File: config.mk
export PLATFORM = sky130hd
export DESIGN_NAME = coin_change_dispenser
export DESIGN_NICKNAME = d
export VERILOG_FILES = /design/src/rtl/vm_pkg.sv /design/src/rtl/coin_selector.sv /design/src/rtl/coin_change_dispenser.sv
export SDC_FILE = /design/constraint.sdc
export NUM_CORES = 1
export LEC_CHECK = 0
export CAP_MARGIN = 5
export CORE_MARGIN = 2
export CORE_UTILIZATION = 45
export CTS_CLUSTER_SIZE = 8
export DETAILED_ROUTE_END_ITERATION = 8
export HOLD_SLACK_MARGIN = 0.12
export PLACE_DENSITY = 0.67
export RECOVER_POWER = 100
export SLEW_MARGIN = 20
export SYNTH_ARGS = -nofsm -noshare
export SYNTH_HDL_FRONTEND = slang
export SYNTH_HIERARCHICAL = 1
export SYNTH_SLANG_ARGS = --single-unit
File: constraint.sdc
create_clock -name clk -period 2.8 [get_ports clk]
set_input_delay 0.28 -clock clk [delete_from_list [all_inputs] [get_ports clk]]
set_output_delay 0.28 -clock clk [all_outputs]
set_load 0.005 [all_outputs]
File: src/rtl/vm_pkg.sv
// Shared vending-machine types: money width, coin denominations and dispenser states.
package vm_pkg;

    localparam int MONEY_W   = 6;
    localparam int NUM_DENOM = 4;

    localparam logic [MONEY_W-1:0] COIN_50 = 6'd50;
    localparam logic [MONEY_W-1:0] COIN_10 = 6'd10;
    localparam logic [MONEY_W-1:0] COIN_5  = 6'd5;
    localparam logic [MONEY_W-1:0] COIN_1  = 6'd1;

    // Index order matches the inv_empty bit order {50,10,5,1}.
    typedef enum logic [1:0] {
        DENOM_1  = 2'd0,
        DENOM_5  = 2'd1,
        DENOM_10 = 2'd2,
        DENOM_50 = 2'd3
    } denom_e;

    typedef enum logic [1:0] {
        IDLE   = 2'd0,
        SELECT = 2'd1,
        ISSUE  = 2'd2,
        DONE   = 2'd3
    } disp_state_e;

endpackage

File: src/rtl/coin_selector.sv
// Greedy coin pick: largest denomination that fits the remaining amount and is in stock.
module coin_selector
    import vm_pkg::*;
(
    input  logic [MONEY_W-1:0]   remaining_i,
    input  logic [NUM_DENOM-1:0] avail_i,
    output logic                 found_o,
    output denom_e               index_o,
    output logic [MONEY_W-1:0]   value_o
);

    always_comb begin
        // NOTE: every output gets a default before the if-chain, so no path can infer a latch.
        found_o = 1'b0;
        index_o = DENOM_1;
        value_o = '0;
        if (avail_i[DENOM_50] && remaining_i >= COIN_50) begin
            found_o = 1'b1;
            index_o = DENOM_50;
            value_o = COIN_50;
        end else if (avail_i[DENOM_10] && remaining_i >= COIN_10) begin
            found_o = 1'b1;
            index_o = DENOM_10;
            value_o = COIN_10;
        end else if (avail_i[DENOM_5] && remaining_i >= COIN_5) begin
            found_o = 1'b1;
            index_o = DENOM_5;
            value_o = COIN_5;
        end else if (avail_i[DENOM_1] && remaining_i >= COIN_1) begin
            found_o = 1'b1;
            index_o = DENOM_1;
            value_o = COIN_1;
        end
    end

endmodule

File: src/rtl/coin_change_dispenser.sv
// Change dispenser: accepts one amount, ejects coins greedily from a limited inventory,
// reports any unpaid remainder and aborts a coin whose eject ack never arrives.
module coin_change_dispenser
    import vm_pkg::*;
#(
    parameter int INV_INIT    = 4,
    parameter int INV_MAX     = 15,
    parameter int ACK_TIMEOUT = 16
) (
    input  logic                 clk,
    input  logic                 rst,
    input  logic                 req_valid,
    input  logic [MONEY_W-1:0]   req_amount,
    output logic                 req_ready,
    input  logic                 refill,
    output logic                 coin_valid,
    output logic [MONEY_W-1:0]   coin_value,
    input  logic                 coin_ack,
    output logic                 done,
    output logic [MONEY_W-1:0]   short_amount,
    output logic                 fault,
    output logic [NUM_DENOM-1:0] inv_empty
);

    localparam int INV_W = $clog2(INV_MAX + 1);
    localparam int TMO_W = $clog2(ACK_TIMEOUT + 1);
    localparam logic [INV_W-1:0] INV_INIT_V = INV_W'(INV_INIT);
    localparam logic [INV_W-1:0] INV_MAX_V  = INV_W'(INV_MAX);
    localparam logic [TMO_W-1:0] TMO_LIMIT  = TMO_W'(ACK_TIMEOUT);

    disp_state_e          state_q, state_d;
    logic [MONEY_W-1:0]   remaining_q, remaining_d;
    logic [MONEY_W-1:0]   coin_value_q, coin_value_d;
    logic [MONEY_W-1:0]   short_q, short_d;
    denom_e               idx_q, idx_d;
    logic [TMO_W-1:0]     tmo_q, tmo_d;
    logic                 fault_q, fault_d;
    logic [INV_W-1:0]     inv_q [NUM_DENOM];
    logic [INV_W-1:0]     inv_d [NUM_DENOM];

    logic [NUM_DENOM-1:0] avail;
    logic                 sel_found;
    denom_e               sel_index;
    logic [MONEY_W-1:0]   sel_value;

    always_comb begin
        for (int i = 0; i < NUM_DENOM; i++) begin
            avail[i] = (inv_q[i] != '0);
        end
    end

    coin_selector u_selector (
        .remaining_i (remaining_q),
        .avail_i     (avail),
        .found_o     (sel_found),
        .index_o     (sel_index),
        .value_o     (sel_value)
    );

    always_comb begin
        state_d      = state_q;
        remaining_d  = remaining_q;
        coin_value_d = coin_value_q;
        short_d      = short_q;
        idx_d        = idx_q;
        tmo_d        = tmo_q;
        fault_d      = 1'b0;
        inv_d        = inv_q;

        case (state_q)
            IDLE: begin
                // Refill lands before the accept so a simultaneous request sees full stock.
                if (refill) begin
                    for (int i = 0; i < NUM_DENOM; i++) begin
                        inv_d[i] = INV_MAX_V;
                    end
                end
                if (req_valid) begin
                    remaining_d = req_amount;
                    short_d     = '0;
                    state_d     = SELECT;
                end
            end
            SELECT: begin
                if (sel_found) begin
                    coin_value_d = sel_value;
                    idx_d        = sel_index;
                    tmo_d        = '0;
                    state_d      = ISSUE;
                end else begin
                    short_d = remaining_q;
                    state_d = DONE;
                end
            end
            ISSUE: begin
                // Ack is checked first so an ack on the timeout edge still pays the coin.
                if (coin_ack) begin
                    remaining_d = remaining_q - coin_value_q;
                    if (inv_q[idx_q] != '0) begin
                        inv_d[idx_q] = inv_q[idx_q] - 1'b1;
                    end
                    state_d = SELECT;
                end else begin
                    tmo_d = tmo_q + 1'b1;
                    if (tmo_d == TMO_LIMIT) begin
                        short_d = remaining_q;
                        fault_d = 1'b1;
                        state_d = DONE;
                    end
                end
            end
            DONE: begin
                state_d = IDLE;
            end
            default: begin
                state_d = IDLE;
            end
        endcase
    end

    // NOTE: sequential state uses non-blocking assignments only, so every register samples
    // the same pre-edge values regardless of statement order.
    always_ff @(posedge clk) begin
        if (rst) begin
            state_q      <= IDLE;
            remaining_q  <= '0;
            coin_value_q <= '0;
            short_q      <= '0;
            idx_q        <= DENOM_1;
            tmo_q        <= '0;
            fault_q      <= 1'b0;
            // NOTE: the inventory array is reset explicitly; it holds architectural state
            // (coin counts), so it must never power up to arbitrary contents.
            for (int i = 0; i < NUM_DENOM; i++) begin
                inv_q[i] <= INV_INIT_V;
            end
        end else begin
            state_q      <= state_d;
            remaining_q  <= remaining_d;
            coin_value_q <= coin_value_d;
            short_q      <= short_d;
            idx_q        <= idx_d;
            tmo_q        <= tmo_d;
            fault_q      <= fault_d;
            for (int i = 0; i < NUM_DENOM; i++) begin
                inv_q[i] <= inv_d[i];
            end
        end
    end

    assign req_ready    = (state_q == IDLE);
    assign coin_valid   = (state_q == ISSUE);
    assign done         = (state_q == DONE);
    assign coin_value   = coin_value_q;
    assign short_amount = short_q;
    assign fault        = fault_q;
    assign inv_empty    = ~avail;

endmodule

; Word level (Yosys, flattened, before mapping)
; Cells that the tools add are included.
[totals]
output_inout_bits = 20
ff_bits = 44
word_cells = 95
input_bits = 11
[op_classes]
n_addsub = 3
bitwise_logic = 3
n_mux = 38
reduce_logical = 21
n_lt_le_gt_ge = 6
n_eq_ne = 13
[op_table]
columns = cell, count
row1 = two-way mux 6 bit, 9
row2 = two-way mux 16 bit, 3
row3 = one-hot mux 16 bit (2 select lines), 1
row4 = nonzero test 4 bit, 5
row5 = one-hot mux 6 bit (3 select lines), 1
row6 = bitwise mux 16 bit, 1
row7 = two-way mux 4 bit, 3
row8 = one-hot mux 6 bit (2 select lines), 1
row9 = two-way mux 2 bit, 5
row10 = two-way mux 5 bit, 2
row11 = one-hot mux 5 bit (2 select lines), 1
row12 = binary-select mux 4 bit (select 2 bit), 1
row13 = demux 4 bit (select 2 bit), 1
row14 = two-way mux 1 bit, 8
row15 = "!= test 2 x 1 -> 1 bit, second input constant", 4
row16 = "!= test 2 bit, second input constant", 4
row17 = one-hot mux 2 bit (4 select lines), 1
row18 = "greater-or-equal comparator 6 x 1 -> 1 bit, second input constant", 1
row19 = "greater-or-equal comparator 6 x 3 -> 1 bit, second input constant", 1
row20 = "greater-or-equal comparator 6 x 4 -> 1 bit, second input constant", 1
row21 = "greater-or-equal comparator 6 bit, second input constant", 1
row22 = AND reduction 3 bit, 2
row23 = subtractor 6 bit, 1
row24 = "adder 5 x 1 -> 5 bit, second input constant", 1
row25 = 18 further kinds, 25

; Logic depth before layout (Yosys ltp)
; Gate-level depths: netlist (run 1).
[depth]
ltp_word = 9
depth_mapped = 9
depth_no_buf = 8

; By module
; The synthesis (run 1) kept the hierarchy.
[modules_own_cells]
columns = mod, cells_each, area_per_inst_um2, n_inst, seq_area_each_um2
row1 = coin_change_dispenser, 294, 2456.1, 1, 880.8
row2 = coin_selector, 18, 126.4, 1, 0.0

; Worst setup path before layout (run 1)
; OpenSTA, ideal clock, no wires.
[synth_timing]
path_type = flip-flop to flip-flop
startpoint = reg remaining_q[5]
endpoint = reg short_q[3] (netlist: short_amount[3])
synth_period_minus_slack_ps = 2318
path_stages_with_launch = 9
setup_ps = 70
arrival_time_ps = 2247
path_slack_ps = 482
required_ps = 2730
n_path_buf = 1
cell_sequence = dfxtp_1 -> or4_1 -> o31ai_2 -> nand4_1 -> and2_1 -> clkbuf_1 -> nor3_1 -> nand4_1 -> a21oi_1
[synth_via]
elab_chain_len = 8
word_cells_on_any_way = 14
cone_classes = order compare: 4 / eq/ne: 1 / mux: 4 / reduce/logical: 5
[synth_lines]
columns = element, line
row1 = "start, declared", coin_change_dispenser.sv:32  ; logic [MONEY_W-1:0] remaining_q, remaining_d;
row2 = "start signal, assigned", coin_change_dispenser.sv:139  ; remaining_q <= remaining_d;
row3 = greater-or-equal comparator 6 x 1 -> 1 bit, coin_selector.sv:29  ; end else if (avail_i[DENOM_1] && remaining_i >= COIN_1) begin
row4 = logical AND 1 bit, coin_selector.sv:29
row5 = two-way mux 1 bit, coin_selector.sv:29
row6 = two-way mux 1 bit, coin_selector.sv:25  ; end else if (avail_i[DENOM_5] && remaining_i >= COIN_5) begin
row7 = two-way mux 1 bit, coin_selector.sv:21  ; end else if (avail_i[DENOM_10] && remaining_i >= COIN_10) begin
row8 = two-way mux 1 bit *, coin_selector.sv:17  ; if (avail_i[DENOM_50] && remaining_i >= COIN_50) begin
row9 = via sel_found, coin_change_dispenser.sv:42  ; logic sel_found;
row10 = != test 2 bit (no line) *, n/a
row11 = AND reduction 5 bit (no line) *, n/a
row12 = "end signal, assigned", coin_change_dispenser.sv:141  ; short_q <= short_d;
row13 = "end, declared", coin_change_dispenser.sv:34  ; logic [MONEY_W-1:0] short_q, short_d;
; The timed path passes the listed nets; every way through them passes the cells marked *.
; A chain may end at the register's enable or synchronous reset.

; Worst setup path in the final report (run 1)
[layout_timing]
startpoint = reg idx_q[1]
endpoint = reg inv_q[14] (netlist name)
[layout_via]
elab_chain_len = 9
word_cells_on_any_way = 17
cone_classes = add/sub: 1 / order compare: 2 / eq/ne: 1 / mux: 9 / bitwise: 1 / reduce/logical: 3
[layout_lines]
columns = element, line
row1 = "start, declared", coin_change_dispenser.sv:35  ; denom_e idx_q, idx_d;
row2 = "start signal, assigned", coin_change_dispenser.sv:142  ; idx_q <= idx_d;
row3 = NOT 2 -> 3 bit (implied by the code) *, "coin_change_dispenser.sv:99, coin_change_dispenser.sv:100"
row4 = binary-select mux 4 bit (select 2 bit) (tied with other cells), "coin_change_dispenser.sv:99, coin_change_dispenser.sv:100"
row5 = two-way mux 4 bit (implied by the code) / logical AND 1 bit (equally long branches), "coin_change_dispenser.sv:99, coin_change_dispenser.sv:100"
row6 = two-way mux 4 bit (on tied branches), "coin_change_dispenser.sv:99, coin_change_dispenser.sv:100"
row7 = subtractor 4 x 1 -> 4 bit / demux 4 bit (select 2 bit) (equally long branches), coin_change_dispenser.sv:100  ; inv_d[idx_q] = inv_q[idx_q] - 1'b1;
row8 = bitwise mux 16 bit, coin_change_dispenser.sv:100
row9 = two-way mux 16 bit, coin_change_dispenser.sv:99  ; if (inv_q[idx_q] != '0) begin
row10 = two-way mux 16 bit, coin_change_dispenser.sv:97  ; if (coin_ack) begin
row11 = one-hot mux 16 bit (2 select lines), coin_change_dispenser.sv:70  ; case (state_q)
row12 = "end signal, assigned by index", coin_change_dispenser.sv:146  ; inv_q[i] <= inv_d[i];
row13 = "end, declared", coin_change_dispenser.sv:38  ; logic [INV_W-1:0] inv_q [NUM_DENOM];
; Mark *: on every way between the ends. The rest lies on a longest branch, timed or not. The select of a mux whose other input is x is not followed.

==> results of run 1 <==
[final cells by class]
type	count	area [sq um]
Clock buffer	7	86.33
Clock inverter	1	7.507
Fill cell	547	2476
Inverter	22	82.58
Multi-Input combinational cell	230	1531
Sequential cell	44	882.1
Tap cell	72	90.09
Timing Repair Buffer	42	384.1
[repair_timing]
action	CTS	global route
gates resized for setup	0	2
endpoints found under the hold margin	0	0
endpoints found under the setup margin	0	5
[worst reg2reg max path, cell delays in order, from the launching register on]
cell	delay, ns
dfxtp_2	0.42
mux4_2	0.57
inv_1	0.11
ha_1	0.20
nor4bb_1	0.30
o31ai_1	0.16
clkbuf_1	0.20
nand2_1	0.15
a21oi_1	0.06
a211o_1	0.27
[final timing paths]
path / endpoint / slack, ns / depth (start not counted)
worst max-delay path: inv_q[14] / 0.26 / 9
worst min-delay path: short_amount[5] / 0.47 / 2
worst max register to register: inv_q[14] / 0.26 / 9
worst min register to register: short_amount[5] / 0.47 / 2
[through the flow]
stage / setup WS, ns / std cells / cell area (sq um)
global placement: 0.2446 / 410 / 2985
global route: 0.01606 / 418 / 3064
detailed placement: 0.1746 / 410 / 2985
finish: 0.2557 / 418 / 3064
floorplan: 0.4823 / 312 / 2582
CTS: 0.1590 / 418 / 3079
[cell families after synthesis]
group / after synthesis / synth area share (%)
simple gates: 112 / 23.21
compound gates: 93 / 23.50
flops: 44 / 34.11
buf+inv: 38 / 6.201
mux: 8 / 5.039
xor+xnor: 4 / 1.357
fa+ha+maj: 13 / 6.589
[power by group]
group / internal, mW / leakage (nW) / switching [mW] / total, mW
clock: 0.201 / 0.0445 / 0.223 / 0.424
sequential: 0.825 / 0.361 / 0.212 / 1.04
combinational: 0.894 / 0.788 / 1.08 / 1.97
[flip-flops by register name, indices dropped and copies added, names as in the netlist]
name,flops
coin_value,6
fault,1
idx_q,2
inv_q,16
remaining_q,6
short_amount,6
state_q,2
tmo_q,5
[routing by layer]
| layer | wire (um) | track usage (%) | up-vias |
|---|---|---|---|
| met4 | 66 | 7.627 | 0 |
| met1 | 2982 | 30.66 | 1115 |
| li1 | - | - | 1211 |
| met5 | 0 | 0 | - |
| met2 | 2771 | 32.61 | 80 |
| met3 | 470 | 5.204 | 5 |
[cells in the final DEF (no fill, tap or decap), types with 5 or more instances in the layout]
cell / instances
dfxtp_1: 43
a21oi_1: 40
nand2_1: 28
nor2_1: 23
inv_1: 22
dlygate4sd3_1: 19
o21ai_0: 16
nor3_1: 14
ha_1: 12
clkdlybuf4s50_1: 11
a211oi_1: 10
buf_4: 10
nor2b_1: 8
nand4_1: 7
clkbuf_8: 6
or4_1: 5
nand2b_1: 5
a211o_1: 5
==> flow_metrics.tcl, run 1 <==
set metrics [dict create \
    wl_um 6291 \
    syn_inst 312 \
    start_util_pct 46.61 \
    clock-sinks 44 \
    root_buffer "clkbuf_8" \
    path_buf_inv 2 \
    vias_per_cell 5.768 \
    fin_tns_setup_ns 0 \
    grt_first_pass_wirelength_um 10840 \
    cts_tree "built" \
    fin_nets 369 \
    die_h_um 79.76 \
    vdd_drop_max_v 0.0005365 \
    h-tree-depth 2 \
    synthTopCellsByCount "dfxtp_1 (44), a21oi_1 (40), nand2_1 (28), nor2_1 (23), inv_1 (22)" \
    syn_to_final_growth_pct 18.65 \
    cp-end-kind "register" \
    hold_class "register to register" \
    syn_area_sq_mm 0.002582 \
    maxCapViolCount 0 \
    ys.flop_type "dfxtp_1" \
    slew_headroom_pct 55.60 \
    max_freq_ghz 0.3930 \
    grt_pass1_vias 2331 \
    io_pins 31 \
    p_per_area_mw_per_mm2 1120 \
    grtUsageTotal_pct 21.80 \
    core_region_area_sq_mm 0.005540 \
    timing.final.crit_period_ns 2.544 \
    globalplace.congestion 0.8527 \
    finClkSkew_ns 0.003962 \
    drt-pass1-iter-count 4 \
    critPathMaxStageDelay_ns 0.57 \
    dieWidth_um 79.76 \
    critPathTopFamily "multiplexers" \
    finalCritPeriodShare_pct 90.87 \
    synth.distinct_cells 50 \
    port_buffers 30 \
    grt_max_degree 45 \
    outcome "finished clean" \
    hpwl_um 4651 \
    seq_area_frac_synth_pct 34.11 \
    hold_buffers 0 \
    synth_warnings 6 \
    insertion_delay_ns 0.30 \
    path_max_fanout 7 \
    crit_type "register to register" \
    slowest_stage "mux4_2" \
    grt.overflow.total 0 \
    startpoint "idx_q[1]" \
    finalSetupViolations 0 \
    hold_viol_final 0 \
    ys_async_sr_fraction_pct 0 \
    worst_pin_slew_ns 0.6603 \
    reg2reg_from "idx_q[1]" \
    drive_gt1_share_pct 8.960 \
    drtIter0Drc 146 \
    synth.largest_area_cell "dfxtp_1" \
    crit_path_cell_trace "mux4_2 -> inv_1 -> ha_1 -> nor4bb_1 -> o31ai_1 -> clkbuf_1 -> nand2_1 -> a21oi_1 -> a211o_1" \
    cts_buffer_depth 2 \
    cp-start-kind "register" \
    drc 0 \
    syn-num-nets 336 \
    synth_area_per_cell_sq_um 8.277 \
    critPathRequiredTime_ns 3.00 \
    slew_violations 0 \
    diodes 0 \
    post_drt_wl_per_cell_um 15.05 \
    synth_edf_count 0 \
    rsz0062_at_grt "false" \
    synth_top_area_share_pct 34.11 \
    final_util_pct 55.31 \
    synth_seq_cells 44 \
    netlist_top_cells_area "dfxtp_1 (34%), a21oi_1 (7.8%), ha_1 (5.8%), nand2_1 (4.1%), mux4_2 (3.5%)" \
    dieArea_sq_mm 0.006361 \
    design_power_total_mw 3.432 \
    numCtsBuffers 5 \
    crit_arrival_ns 2.74 \
    antenna_found_initial 0 \
    synth_most_common_cell "dfxtp_1" \
    clkSlewWorstSetupHoldPaths_ns 0.08 \
    ant_nets 0 \
    min-delay-start "short_amount[5]" \
    post_cts_buffers 0 \
    holdWs_ns 0.4715 \
    p_leak_nw 1.194 \
    vias 2411 \
    std_cell_rows 27 \
]
Power figures use the tool's default switching activity.
==> run 2, diff against run 1 <==
CORE_MARGIN = 5   (was 2)
CORE_UTILIZATION = 25   (was 45)
PLACE_DENSITY = unset   (was 0.67)
SYNTH_HIERARCHICAL = unset   (was 1)
==> run 2 against run 1 <==
Net effect:
- synthesized area decreased by 3.9%
- maximum frequency about the same
- first-iteration DRC count increased by 18%
- via count decreased by 6.5%
- non-clock buffer count decreased by 2
- critical path depth decreased by 3
- setup slack improved by 0.0019 ns
- combinational power decreased by 4%
- final cell count increased by 9.6%
- largest cell class unchanged
==> flow_metrics.tcl, run 2 <==
set metrics [dict create \
    stdcell_area_sq_mm 0.003053 \
    internal-power_mw 2.001 \
    wl_um 6566 \
    vias_per_cell 4.921 \
    ant_nets 0 \
    critPathTopFamily "compound AO/OA/AOI/OAI gates" \
    synth_most_common_cell "dfxtp_1" \
    comb_power_share_pct 53.7 \
    r2r.worst_path.cells 6 \
    finalSetupViolations 0 \
    fin_nets 348 \
    whs_endpoint "short_amount[5]" \
    dieArea_sq_mm 0.01202 \
    finalCritPeriodShare_pct 90.80 \
    synth_seq_cells 42 \
    placed_area_sq_mm 0.002930 \
    crit_arrival_ns 2.75 \
    antenna_found_initial 0 \
    vias 2254 \
    worst-path-stages 6 \
    largest_register_ff_count 16 \
    maxCapViolCount 0 \
    crit_type "register to register" \
    p_leak_nw 1.189 \
    dieWidth_um 109.6 \
    p_per_area_mw_per_mm2 1156 \
    seq_area_frac_synth_pct 33.87 \
    synth_warnings 0 \
    path_buf_inv 0 \
    numCtsBuffers 5 \
    globalplace.congestion 0.8832 \
    ys_async_sr_fraction_pct 0 \
    synthTopCellsByCount "dfxtp_1 (42), nand2_1 (33), nor2_1 (30), a21oi_1 (20), inv_1 (20)" \
    timing.final.crit_period_ns 2.542 \
    drt-pass1-iter-count 4 \
    root_buffer "clkbuf_8" \
    crit_path_cell_trace "or4_4 -> maj3_1 -> o21a_1 -> o41ai_4 -> nor3_1 -> a31o_2" \
    path_max_fanout 9 \
    syn_inst 293 \
    post_cts_buffers 0 \
    finClkSkew_ns 0.004175 \
    post_drt_wl_per_cell_um 14.34 \
    cts_buffer_depth 2 \
    r2r_end "tmo_q[1]" \
    insertion_delay_ns 0.30 \
    cp-end-kind "register" \
    swShare_pct 43.33 \
    slew_headroom_pct 61.02 \
    min-delay-start "short_amount[5]" \
    port_buffers 30 \
    clkSlewWorstSetupHoldPaths_ns 0.09 \
    reg2reg_from "inv_q[15]" \
    drtIter0Drc 173 \
    netlist_top_cells_area "dfxtp_1 (34%), ha_1 (6.0%), mux2i_1 (6.0%), nand2_1 (5.0%), nor2_1 (4.5%)" \
    io_pins 31 \
    rsz0062_at_grt "false" \
    hold_class "register to register" \
    syn-num-nets 317 \
    grt_max_degree 17 \
    grt_first_pass_wirelength_um 10980 \
    die_h_um 109.6 \
    diodes 0 \
    hold_viol_final 0 \
    ys.flop_type "dfxtp_1" \
    critPathMaxStageDelay_ns 0.57 \
    grt.overflow.total 0 \
    slew_violations 0 \
    worst_pin_slew_ns 0.5825 \
    reg2reg_slack_ns 0.26 \
    syn_area_sq_mm 0.002482 \
    cp-start-kind "register" \
    seq_power_share_pct 29.7 \
    h-tree-depth 2 \
    fin_tns_setup_ns 0 \
    outcome "finished clean" \
    top_register "inv_q" \
    synth.largest_area_cell "dfxtp_1" \
    vdd_drop_max_v 0.0003602 \
    slowest_stage "o41ai_4" \
    hpwl_um 4982 \
    cts_tree "built" \
    min_path_cells 1 \
    final_cell_mix "dfxtp_1 (41), nand2_1 (33), nor2_1 (30)" \
    grt_pass1_vias 2196 \
    start_util_pct 25.51 \
    grtUsageTotal_pct 11.35 \
    synth_area_per_cell_sq_um 8.472 \
    p_sw_mw 1.530 \
    std_cell_rows 36 \
    clockPowerShare_pct 16.6 \
    synth_edf_count 0 \
    critPathRequiredTime_ns 3.00 \
    clock-sinks 42 \
    core_region_area_sq_mm 0.009729 \
    layout_commonest_cell "dfxtp_1" \
    drc 0 \
    synth_top_area_share_pct 33.87 \
    synth.distinct_cells 52 \
    drive_gt1_share_pct 11.08 \
    syn_to_final_growth_pct 22.98 \
    fill_cells 1058 \
    max_freq_ghz 0.3933 \
]
## run 2: cell types whose count changed in the layout (fill, tap and decap cells not counted), moves of 5 or more
| cell | previous run | this run |
|---|---|---|
| mux2i_1 | 4 | 15 |
| nand4_1 | 7 | 1 |
| a31o_2 | 0 | 7 |
| nor2_1 | 23 | 30 |
| a211o_1 | 5 | 0 |
| a21oi_1 | 40 | 20 |
| nand2_1 | 28 | 33 |
| o21ai_0 | 16 | 11 |
| or4_1 | 5 | 0 |
## run 2: cells by family (layout without fill, tap and decap cells)
group                      Yosys count  in the layout  share of synthesized area, %
muxes                               19             19                         9.828
xor gates and xnor gates             3              3                         1.059
AOI/OAI and AO/OA                   73             73                         21.02
and+or+nand+nor                    106            106                         20.11
adders and majority gates           14             14                         7.308
buffers and inverters               36             68                         6.804
DFF                                 42             42                         33.87
## run 2: stage by stage
step	cells	worst slack [ns]	util, %	hold WS [ns]	power (mW)
finish	458	0.2576	31.38	0.4900	3.531
CTS	458	0.1834	31.53	0.4961	3.600
global route	458	0.08877	31.38	0.5138	3.841
global placement	450	0.2588	30.12	0.4781	2.954
floorplan	293	0.5424	-	0.4552	2.448
detailed placement	450	0.1923	30.12	0.4735	3.001
## run 2: area by class of cell
type                    count  area (sq um)  share of cell area [%]
multi-input cells         215          1464                   47.95
inverters                  20         75.07                   2.459
repair buffers             40         367.9                   12.05
clock buffers               5         68.82                   2.254
flip-flops and latches     42         842.1                   27.58
well taps                 133         166.4                   5.451
clock inverters             3         68.82                   2.254
## run 2: worst max path at each step
stage          slack (ns)       from        end
2_1_floorplan        0.54   idx_q[0]  inv_q[14]
3_3_place_gp         0.26   idx_q[0]  inv_q[14]
3_5_place_dp         0.19   idx_q[0]  inv_q[14]
4_1_cts              0.18   idx_q[0]  inv_q[14]
5_1_grt              0.09  inv_q[15]   tmo_q[4]
6_report             0.26  inv_q[15]   tmo_q[1]
## run 2: per-layer routing
| metal | global-route usage, % | vias to the layer above | routed length [um] |
|---|---|---|---|
| li1 | - | 1117 | - |
| met1 | 16.19 | 1066 | 3223 |
| met2 | 16.87 | 59 | 2865 |
| met3 | 2.936 | 12 | 365 |
| met4 | 3.028 | 0 | 112 |
| met5 | 0 | - | 0 |
## run 2: power groups by stage
stage	Clock [mW]	Sequential, mW	Combinational [mW]
2_1_floorplan	0	0.949	1.50
4_1_cts	0.596	1.05	1.96
5_1_grt	0.622	1.08	2.14
6_report	0.585	1.05	1.90
3_5_place_dp	0	1.06	1.94
3_3_place_gp	0	1.05	1.90
## run 2: repair_timing
action | CTS | global route
endpoints found under the hold margin | 0 | 0
endpoints found under the setup margin | 0 | 3
hold buffers | 0 | 0
gates resized for setup | 0 | 1
## run 2: worst reg2reg max path, stage by stage (launching register included)
cell and delay (ns):
dfxtp_1 0.34, or4_4 0.55, maj3_1 0.37, o21a_1 0.28
o41ai_4 0.58, nor3_1 0.10, a31o_2 0.23
==> patch, RTL diff (config.mk and constraints of run 1) <==
Encoding of `disp_state_e`: now Gray code (2 bits for 4 states).
--- a/src/rtl/vm_pkg.sv
+++ b/src/rtl/vm_pkg.sv
@@ -18,10 +18,10 @@
     } denom_e;
 
     typedef enum logic [1:0] {
-        IDLE   = 2'd0,
-        SELECT = 2'd1,
-        ISSUE  = 2'd2,
-        DONE   = 2'd3
+        IDLE   = 2'b00,
+        SELECT = 2'b01,
+        ISSUE  = 2'b11,
+        DONE   = 2'b10
     } disp_state_e;
 
 endpackage
Function: no difference found for any inputs over 4 cycles, from zero or initial values and one cycle with rst high; so few cycles prove little.
==> patch against run 1 <==
Area after synthesis is 3.6% lower. Worst hold slack improved by 0.0056 ns. Worst setup slack worse by 0.022 ns. Clock skew rose by 0.0069 ns. Wire length grew 3.3%. Sequential cell count is the same. Cell area decreased by 1.9%. Critical endpoint is now inv_q[2]. Largest cell class unchanged. Highest routed layer unchanged.
Power is not compared: it rests on default switching activity, and its combinational part moved more than twofold at a synthesized area within 25%.
==> patch: results (changes against run 1) <==
- Setup Skew: 0.01087 ns (+0.006909 ns)
- Total iterations of the first detailed-routing run: 4 (unchanged)
- Total GRT Usage: 22.36% (+0.56 points)
- Fraction of the yosys area taken by sequential cells: 35.38% (+1.3 points)
- Number of fill cells: 511 (-6.6%)
- DR vias/cell: 5.781 (+0.23%)
- Post-Route WL: 6.498 mm (+3.3%)
- Worst EP arrival: 2.75 ns (about the same)
- Delay of the slowest cell on the worst path: 0.40 ns (-0.17 ns)
- Post-CTS Resized: 0 (unchanged)
- Cell at the slowest stage of the critical path: sky130_fd_sc_hd__mux4_1
- Vias in the first global route: 2264 (-2.9%)
- Routability congestion estimate: 0.8692 (+1.9%)
- Wire length of the first global-routing pass: 10.90 mm (+0.52%)
- Met2 capacity usage during global routing: 35.52% (+2.9 points)
- Cell class contributing the biggest share of worst-path delay: compound AO/OA/AOI/OAI gates
- Met3 Usage GRT: 3.218% (-2.0 points)
- Met1 GRT Util: 31.65% (+1.0 points)
- Number of nets in the layout: 358 (-3.0%)
- Setup WS pre-CTS: 0.1824 ns (+0.007833 ns)
- Number of CTS-inserted buffers: 5 (unchanged)
- Maximum number of pins on one net before global-route repair: 22 (-51%)
- H-tree depth: 2 (unchanged)
- Ranking of synthesized cells by area: sky130_fd_sc_hd__dfxtp_1 (35%), sky130_fd_sc_hd__a21oi_1 (6.0%), sky130_fd_sc_hd__nor2_1 (5.0%)
- Ratio of cells with drive above 1 in the final layout: 10.91% (+2.0 points)
- Final HPWL from detailed placement: 4.858 mm (+4.5%)
- Top cell types by occurrence after synthesis: sky130_fd_sc_hd__dfxtp_1 (44), sky130_fd_sc_hd__nor2_1 (33), sky130_fd_sc_hd__a21oi_1 (30)
- Max-Slew Margin vs Limit: 43.00% (-13 points)
- Drt first-iter violations: 190 (+30%)
- Synthesized net count: 324 (-3.6%)
- Count of different cell masters after synthesis: 59 (+18%)
- Run status: finished, final reports clean
## patch: cell type report
| class | instances | area [sq um] | share of cell area (%) |
|---|---|---|---|
| Timing Repair Buffer | 44 | 394.1 | 13.11 |
| Clock inverter | 2 | 38.79 | 1.291 |
| Clock buffer | 6 | 82.58 | 2.748 |
| Multi-Input combinational cell | 224 | 1446 | 48.13 |
| Tap cell | 72 | 90.09 | 2.998 |
| Sequential cell | 44 | 882.1 | 29.35 |
| Inverter | 19 | 71.32 | 2.373 |
## patch: per-stage QoR
| stage | power, mW | area, sq um | hold WS [ns] | utilization, % | cells |
|---|---|---|---|---|---|
| after floorplan | 1.039 | 2490 | 0.3806 | - | 304 |
| after global placement | 1.163 | 2899 | 0.4618 | 53.30 | 403 |
| after detailed placement | 1.171 | 2899 | 0.4665 | 53.30 | 403 |
| after CTS | 1.696 | 3020 | 0.4887 | 55.53 | 411 |
| after global routing | 1.785 | 3005 | 0.5152 | 55.26 | 411 |
| final | 1.680 | 3005 | 0.4770 | 55.26 | 411 |
## patch: metal layers
metal | vias to the layer above | wire, microns | part of all wire, %
met3 | 10 | 304 | 4.7
li1 | 1180 | - | -
met1 | 1127 | 3175 | 49
met5 | - | 0 | 0
met2 | 59 | 2914 | 45
met4 | 0 | 104 | 1.6
## patch: where the power goes
group          leakage, nW  internal [mW]  switching, mW
sequential           0.361          0.672         0.0656
combinational        0.735          0.187          0.230
clock               0.0614          0.292          0.234
total                 1.16           1.15          0.529
## patch: kinds of logic after synthesis
family	share of synthesized area [%]
mux	4.070
xor+xnor	0.7036
fa+ha+maj	4.824
simple gates	24.92
buf+inv	6.331
compound gates	23.77
flops	35.38
## patch: final timing paths
kind                          end  cells past startpoint       startpoint  slack (ns)
setup reg to reg         inv_q[2]                      8         idx_q[1]        0.23
hold reg to reg   short_amount[1]                      2  short_amount[1]        0.48
setup / recovery         inv_q[2]                      8         idx_q[1]        0.23
hold / removal    short_amount[1]                      2  short_amount[1]        0.48
## patch: worst register-to-register path: cells and delay by family (launching register included)
kind            cells  cell delay, ns
compound gates      3            0.76
fa+ha+maj           1            0.26
buf+inv             1            0.08
flops               1            0.36
mux                 1            0.40
simple gates        2            0.58
